File: src/rtl/pipe_ctrl_chain.sv
// pipe_ctrl_chain: parametrised pipeline backbone with per-stage valid bits,
// stall (hold 0..k and put a bubble behind), flush (kill 0..f and put a bubble
// behind), halt/drain, and saturating retire/bubble counters.

// One pipeline register with its valid bit. The parent decides which action
// applies this cycle. kill beats hold, hold beats bubble, and bubble beats advance.
module pipe_ctrl_stage #(
  parameter int DATA_W = 32
) (
  input  logic              clk,
  input  logic              reset,
  input  logic              kill,
  input  logic              hold,
  input  logic              bub,
  input  logic              ld,
  input  logic              nxt_vld,
  input  logic [DATA_W-1:0] nxt_dat,
  output logic              vld,
  output logic [DATA_W-1:0] dat
);

  // Stage register: kill clears payload, hold freezes, bubble drops valid only.
  always_ff @(posedge clk or negedge reset) begin
    if (!reset) begin
      vld <= 1'b0;
      dat <= '0;
    end else if (kill) begin
      vld <= 1'b0;
      dat <= '0;
    end else if (hold) begin
      vld <= vld;
      dat <= dat;
    end else if (bub) begin
      vld <= 1'b0;
    end else begin
      vld <= nxt_vld;
      if (ld) dat <= nxt_dat;
    end
  end

endmodule

module pipe_ctrl_chain #(
  parameter int DATA_W = 32,
  parameter int STAGES = 4,
  parameter int IDX_W  = 3,
  parameter int CNT_W  = 32
) (
  input  logic                     clk,
  input  logic                     reset,
  input  logic                     in_valid,
  input  logic [DATA_W-1:0]        in_data,
  output logic                     in_ready,
  input  logic                     stall_en,
  input  logic [IDX_W-1:0]         stall_idx,
  input  logic                     flush_en,
  input  logic [IDX_W-1:0]         flush_idx,
  input  logic                     halt,
  output logic [STAGES-1:0]        stage_valid,
  output logic [STAGES*DATA_W-1:0] stage_data,
  output logic                     out_valid,
  output logic [DATA_W-1:0]        out_data,
  output logic                     drained,
  output logic [CNT_W-1:0]         retired_cnt,
  output logic [CNT_W-1:0]         bubble_cnt
);

  localparam logic [IDX_W-1:0] LAST = IDX_W'(STAGES-1);

  logic [IDX_W-1:0] k, f;
  logic             accept;
  logic             retire_ev, bubble_ev;

  // Entry i feeds stage i; entry i+1 is stage i's register. Entry 0 is the input port.
  logic [STAGES:0]             vld_pipe;
  logic [STAGES:0][DATA_W-1:0] dat_pipe;

  assign k        = (stall_idx > LAST) ? LAST : stall_idx;
  assign f        = (flush_idx > LAST) ? LAST : flush_idx;
  assign in_ready = !halt && !stall_en && !flush_en;
  assign accept   = in_valid && in_ready;

  assign vld_pipe[0] = accept;
  assign dat_pipe[0] = in_data;

  genvar i;
  generate
    for (i = 0; i < STAGES; i++) begin : g_stg
      logic kill, hold, bub, ld;

      assign kill = flush_en && (IDX_W'(i) <= f);
      assign hold = stall_en && (IDX_W'(i) <= k);

      // Compare against i-1 rather than k+1/f+1 so a clamp at the top index
      // cannot wrap around and bubble stage 0.
      if (i == 0) begin : g_head
        assign bub = 1'b0;
        assign ld  = accept;
      end else begin : g_body
        assign bub = (stall_en && (IDX_W'(i-1) == k)) ||
                     (flush_en && (IDX_W'(i-1) == f));
        assign ld  = 1'b1;
      end

      pipe_ctrl_stage #(.DATA_W(DATA_W)) u_stg (
        .clk     (clk),
        .reset   (reset),
        .kill    (kill),
        .hold    (hold),
        .bub     (bub),
        .ld      (ld),
        .nxt_vld (vld_pipe[i]),
        .nxt_dat (dat_pipe[i]),
        .vld     (vld_pipe[i+1]),
        .dat     (dat_pipe[i+1])
      );

      assign stage_valid[i]                   = vld_pipe[i+1];
      assign stage_data[i*DATA_W +: DATA_W]   = dat_pipe[i+1];
    end
  endgenerate

  assign out_valid = vld_pipe[STAGES];
  assign out_data  = dat_pipe[STAGES];
  assign drained   = halt && (stage_valid == '0);

  // A stall that holds the last stage keeps its payload, so that payload is not retired yet.
  assign retire_ev = out_valid && !(stall_en && (k == LAST));
  assign bubble_ev = stall_en && (k != LAST);

  // Saturating performance counters.
  always_ff @(posedge clk or negedge reset) begin
    if (!reset) begin
      retired_cnt <= '0;
      bubble_cnt  <= '0;
    end else begin
      if (retire_ev && !(&retired_cnt)) retired_cnt <= retired_cnt + CNT_W'(1);
      if (bubble_ev && !(&bubble_cnt))  bubble_cnt  <= bubble_cnt + CNT_W'(1);
    end
  end

endmodule

File: config.mk
export PLATFORM = sky130hd
export DESIGN_NAME = pipe_ctrl_chain
export DESIGN_NICKNAME = d
export VERILOG_FILES = /design/src/rtl/pipe_ctrl_chain.sv
export SDC_FILE = /design/constraint.sdc
export NUM_CORES = 1
export LEC_CHECK = 0
export CAP_MARGIN = 20
export CELL_PAD_IN_SITES_DETAIL_PLACEMENT = 0
export CELL_PAD_IN_SITES_GLOBAL_PLACEMENT = 2
export CORE_UTILIZATION = 26
export DETAILED_ROUTE_END_ITERATION = 16
export PLACE_DENSITY_LB_ADDON = 0.1
export SETUP_SLACK_MARGIN = 0.5
export SYNTH_ARGS = -nofsm -noshare
export SYNTH_HDL_FRONTEND = slang
export SYNTH_SLANG_ARGS = --single-unit
File: constraint.sdc
create_clock -name clk -period 1.8 [get_ports clk]
set_input_delay 0.27 -clock clk [delete_from_list [all_inputs] [get_ports clk]]
set_output_delay 0.27 -clock clk [all_outputs]
set_load 0.01 [all_outputs]
# ---- Yosys cells after proc, flatten, opt, wreduce, memory -nomap -nowiden
# Index checks and enable logic that the tools add are counted.
dict set report totals {
  reg_bits 196
  wordCells 102
  in_bits 44
  output_inout_bits 231
}
dict set report classes {
  addsub 2
  eq_ne 13
  n_reduce_logical 42
  order_cmp 10
  muxes 25
}
# cell count
set ops {}
lappend ops {{$mux 32} 12}
lappend ops {{$add 32x1->32 const B} 2}
lappend ops {{$reduce_and 32->1} 2}
lappend ops {{$logic_and 1x1->1} 23}
lappend ops {{$ne 2x2->1 const B} 7}
lappend ops {{$le 1x3->1 const A} 4}
lappend ops {{$le 2x3->1 const A} 4}
lappend ops {{$mux 1} 11}
lappend ops {{$reduce_and 2->1} 4}
lappend ops {{$eq 1x3->1 const A} 2}
lappend ops {{$eq 2x3->1 const A} 2}
lappend ops {{$gt 3x2->1 const B} 2}
lappend ops {{$logic_not 1->1} 6}
lappend ops {{$logic_not 3->1} 2}
lappend ops {{$mux 3} 2}
lappend ops {{$logic_not 4->1} 1}
lappend ops {{$eq 3x2->1 const B} 1}
lappend ops {{$logic_or 1x1->1} 3}
lappend ops {{$ne 3x2->1 const B} 1}
lappend ops {{$reduce_bool 2->1} 1}

# ---- Depth between registers and ports, before layout
dict set report logic_depth {
  word_depth 8
  ltp_mapped 8
  mapped_depth_nobuf 6
}

# ---- Cells and area by module
# From an unflattened synthesis, not the netlist that was laid out.
dict set report unflattened {
  hier_cells 929
  hier_area_um2 10178.5
}
# mod area_per_inst_um2 cells_each instances seq_area_each_um2
set by_module_without_submodules {}
lappend by_module_without_submodules {pipe_ctrl_stage 1675.4 144 4 825.8}
lappend by_module_without_submodules {pipe_ctrl_chain 3477.1 353 1 1601.5}

# ---- Worst setup path before layout
# No wires, ideal clock.
dict set report synth_timing {
  kind {register -> register}
  from {reg retired_cnt[0]}
  to {reg retired_cnt[27]}
  setup_slack_ns -0.184
  arrival_ns 1.852
  path_stages_with_launch 7
  setup_ns 0.132
  cell_sequence {dfrtp_1 ha_1 nand4_1 or4_1 o2111ai_2 nor3_1 xor2_1}
}
dict set report synth_via {
  elab_chain_len 3
  elab_cells_between_ends 4
  cone_classes {add/sub: 1; reduce/logical: 3}
}
# item line_no
set synth_lines {}
lappend synth_lines {{start, declared} 64} ;# output logic [CNT_W-1:0] retired_cnt,
lappend synth_lines {{start signal, assigned} 137} ;# if (retire_ev && !(&retired_cnt)) retired_cnt <= retired_cnt + CNT_W'(1);
lappend synth_lines {{branches (longest 3 deep; another with $add 32x1->32)} --}
# Several ways; the timed one is not identified.
# A chain may end at the register's enable or synchronous reset.

# ---- Worst setup path after layout
dict set report layout_timing {
  from {reg retired_cnt[0]}
  to {reg retired_cnt[23]}
}
# Same word-level chain as after synthesis.

==> metrics.txt <==
sw frac=27.1%; Worst Path Arrival=2.20 ns; HPWL after detailed placement=21000 um; Combinational Power Share=17.2%; Die Width=183 um; CTS Buffer Depth=2; synth top area cells=dfrtp_1, a22o_1, nand2_1, xnor2_1, buf_4; total power=0.0105 W; Hold Vio Cnt, Final=0; clock transition at the registers of the reported paths=0.08 ns; CP max FO=4; Worst setup EP type=flop; Worst R2R Start=retired_cnt[0]; period utilisation layout=101%; register share of total power=44.2%; Via density=4.45; P_sw=0.00285 W; hold_sp=flush_idx[2]; Final Setup Violations=3; Power per Cell Area=679 nW/um^2; DRT antenna net count=0; VDD IR max=between 0.0006 and 0.0007 V; max-slew violations=0; final setup margin=-0.0257 ns; Yosys top cell by area=dfrtp_1; slack of the worst reg-to-reg path=-0.03 ns; failing checks=setup timing; Site Rows=65; Syn Area/Cell=10.7 um^2; die span in y=183 um; CTS tree=built; DRT Wirelength=31800 um; max cap viols=0; gr ovfl total=0; GRT Total Usage=between 10% and 20%; async set-reset flop share out of synthesis=100%; Worst slew margin=between 60% and 70%; leakage=just under 8 nW; initial antenna violation count=3; layout cells sized above 1=52.4%; die area=33400 um^2; final setup skew=~0.012 ns; clk sinks=~200; clk_lat worst skew=0.45 ns; crit start category=flop; unrepaired setup endpoints after global routing=true; Crit path required time=2.17 ns; first-pass GRT wire length=46800 um; RD Place Congestion=between 0.7 and 0.8; Yosys top cell area share=57.8%; CTS Root Cell=clkbuf_16; Clock power frac=38.5%; CP Capture Point=retired_cnt[23]; P_int=0.00766 W; status=finished with violations; nets=1394; fin crit period=1.83 ns; post-synthesis cell area=8490 um^2; Worst Tran Pin Value=approximately 0.57 ns; Critical Path Source=retired_cnt[0]; EDFF count, synth=0; Routed WL per cell=17.7 um; I/O Buffers=274; Crit Path Class=flop to flop; pre-CTS setup slack=-0.375 ns; TritonCTS Buffers=17; post-route DRC violation count=0; vias in the first global route=8006; total negative slack=-0.0626 ns; Register-to-Register Path Depth=7; Min-Delay Path Depth=3; TritonRoute pass-1 iters=4; Max Clk Rate=roughly 550 MHz; Starting Density=26.7%; Synth Register Bits=roughly 200; Post-Syn Nets=839; Worst Hold Class=input pin to flop; Synth Flop Type=dfrtp_1; Cells after Synth=793; YS warnings=0; largest net degree at the start of global routing=44; via count=7992; reg-to-reg critical path endpoint=retired_cnt[23]; H-tree depth=4; initial DRC count=303; Area Growth Syn to Fin=82.4%; fin area=15500 um^2; synth unique cells=41; sequential share of the synthesized area=between 50% and 60%; core area=31800 um^2; Top Ports=between 200 and 300; area post-placement=between 10000 and 15000 um^2
cells in the mapped netlist, types with 6 or more instances:
cell type and count:
dfrtp_1 196, nand2_1 129, a22o_1 64, a21oi_1 37, buf_4 37, o21ai_0 36, nand2b_1 35, clkbuf_1 33
xnor2_1 32, xor2_1 29, nor2_1 27, nand3_1 25, nand4_1 25, nor3_1 20, and3_1 12, nor4_1 8
and4_1 7, buf_2 6
sequential cells by signal (all words and copies together) (netlist names):
name             count
bubble_cnt          32
g_stg.u_stg.dat    128
g_stg.u_stg.vld      4
retired_cnt         32
power groups by stage:
stage,registers (W),logic (W),clock network (W)
2_1_floorplan,0.00482,0.000380,0
3_3_place_gp,0.00472,0.00136,0
3_5_place_dp,0.00472,0.00136,0
4_1_cts,0.00464,0.00156,0.00417
5_1_grt,0.00466,0.00194,0.00433
6_report,0.00465,0.00181,0.00405
how the worst min path moves through the flow:
stage	endpoint	slack, ns
2_1_floorplan	bubble_cnt[0]	-0.03
6_report	g_stg[2].u_stg.vld	0.30
4_1_cts	g_stg[0].u_stg.vld	0.25
3_3_place_gp	retired_cnt[22]	0.25
5_1_grt	g_stg[3].u_stg.vld	0.32
3_5_place_dp	retired_cnt[22]	0.25
layout by cell type (no fill, tap or decap), types with 5 or more instances in the layout:
cell type,netlist,layout
a21oi_1,37,36
a22o_1,64,64
and3_1,12,8
buf_12,0,19
buf_2,6,70
buf_4,37,209
buf_6,1,193
clkbuf_16,0,22
clkbuf_2,0,66
clkdlybuf4s50_1,0,34
dfrtp_1,196,183
dfrtp_2,0,13
dlymetal6s2s_1,0,12
inv_8,0,5
nand2_1,129,121
nand2_4,0,5
nand2b_1,35,32
nand3_1,25,14
nand3_4,0,9
nand4_1,25,25
nor2_1,27,14
nor2_2,0,5
nor2_4,0,8
nor3_1,20,5
nor3_4,0,12
nor4_4,0,10
o21ai_1,0,32
xnor2_1,32,20
xnor2_2,0,12
xor2_1,29,29
logic make-up (layout without fill, tap and decap cells):
group,after synthesis,after routing,share of synthesized area (%)
xor gates and xnor gates,61,61,6.30
and+or+nand+nor,305,305,17.8
other,0,1,0
DFF,196,196,57.8
muxes,2,2,0.265
AOI/OAI and AO/OA,146,146,12.1
buffers and inverters,81,649,5.40
adders and majority gates,2,2,0.295
worst max-delay path, cell delays in order, from the launching register on:
cell and delay [ns]:
dfrtp_1 0.36, ha_2 0.18, nand4_1 0.15, or4_4 0.48, o2111ai_4 0.27, buf_6 0.16, nor2_2 0.04, a21oi_1 0.10
metal layers:
layer	vias to the layer above	global-route usage, %	share of wire, %
met3	28	4.19	4.8
met1	3947	24.3	45
met5	-	0	0.088
met4	4	6.25	1.4
met2	174	29.8	48
li1	3839	-	-
area by class of cell:
class / count / area (um^2)
well taps: 435 / 544
repair buffers: 613 / 5510
clock inverters: 15 / 185
diodes: 1 / 2.50
inverters: 4 / 15.0
flip-flops and latches: 196 / 4920
fillers: 2979 / 16300
multi-input cells: 516 / 3880
clock buffers: 17 / 425
timing repair:
item,4_1_cts,5_1_grt
resized for setup,812,261
pin swaps,34,45
cloned,2,5
endpoints found under the hold margin,33,0
setup buffers,93,101
hold buffers,1,0
setup endpoints to repair,420,337
per-stage QoR:
step,hold WS (ns),cells,utilization (%)
floorplan,-0.0256,793,-
global placement,0.247,1562,40.6
detailed placement,0.246,1562,40.6
CTS,0.254,1690,44.8
global route,0.323,1796,48.7
finish,0.295,1797,48.7
Power figures use the tool's default switching activity.
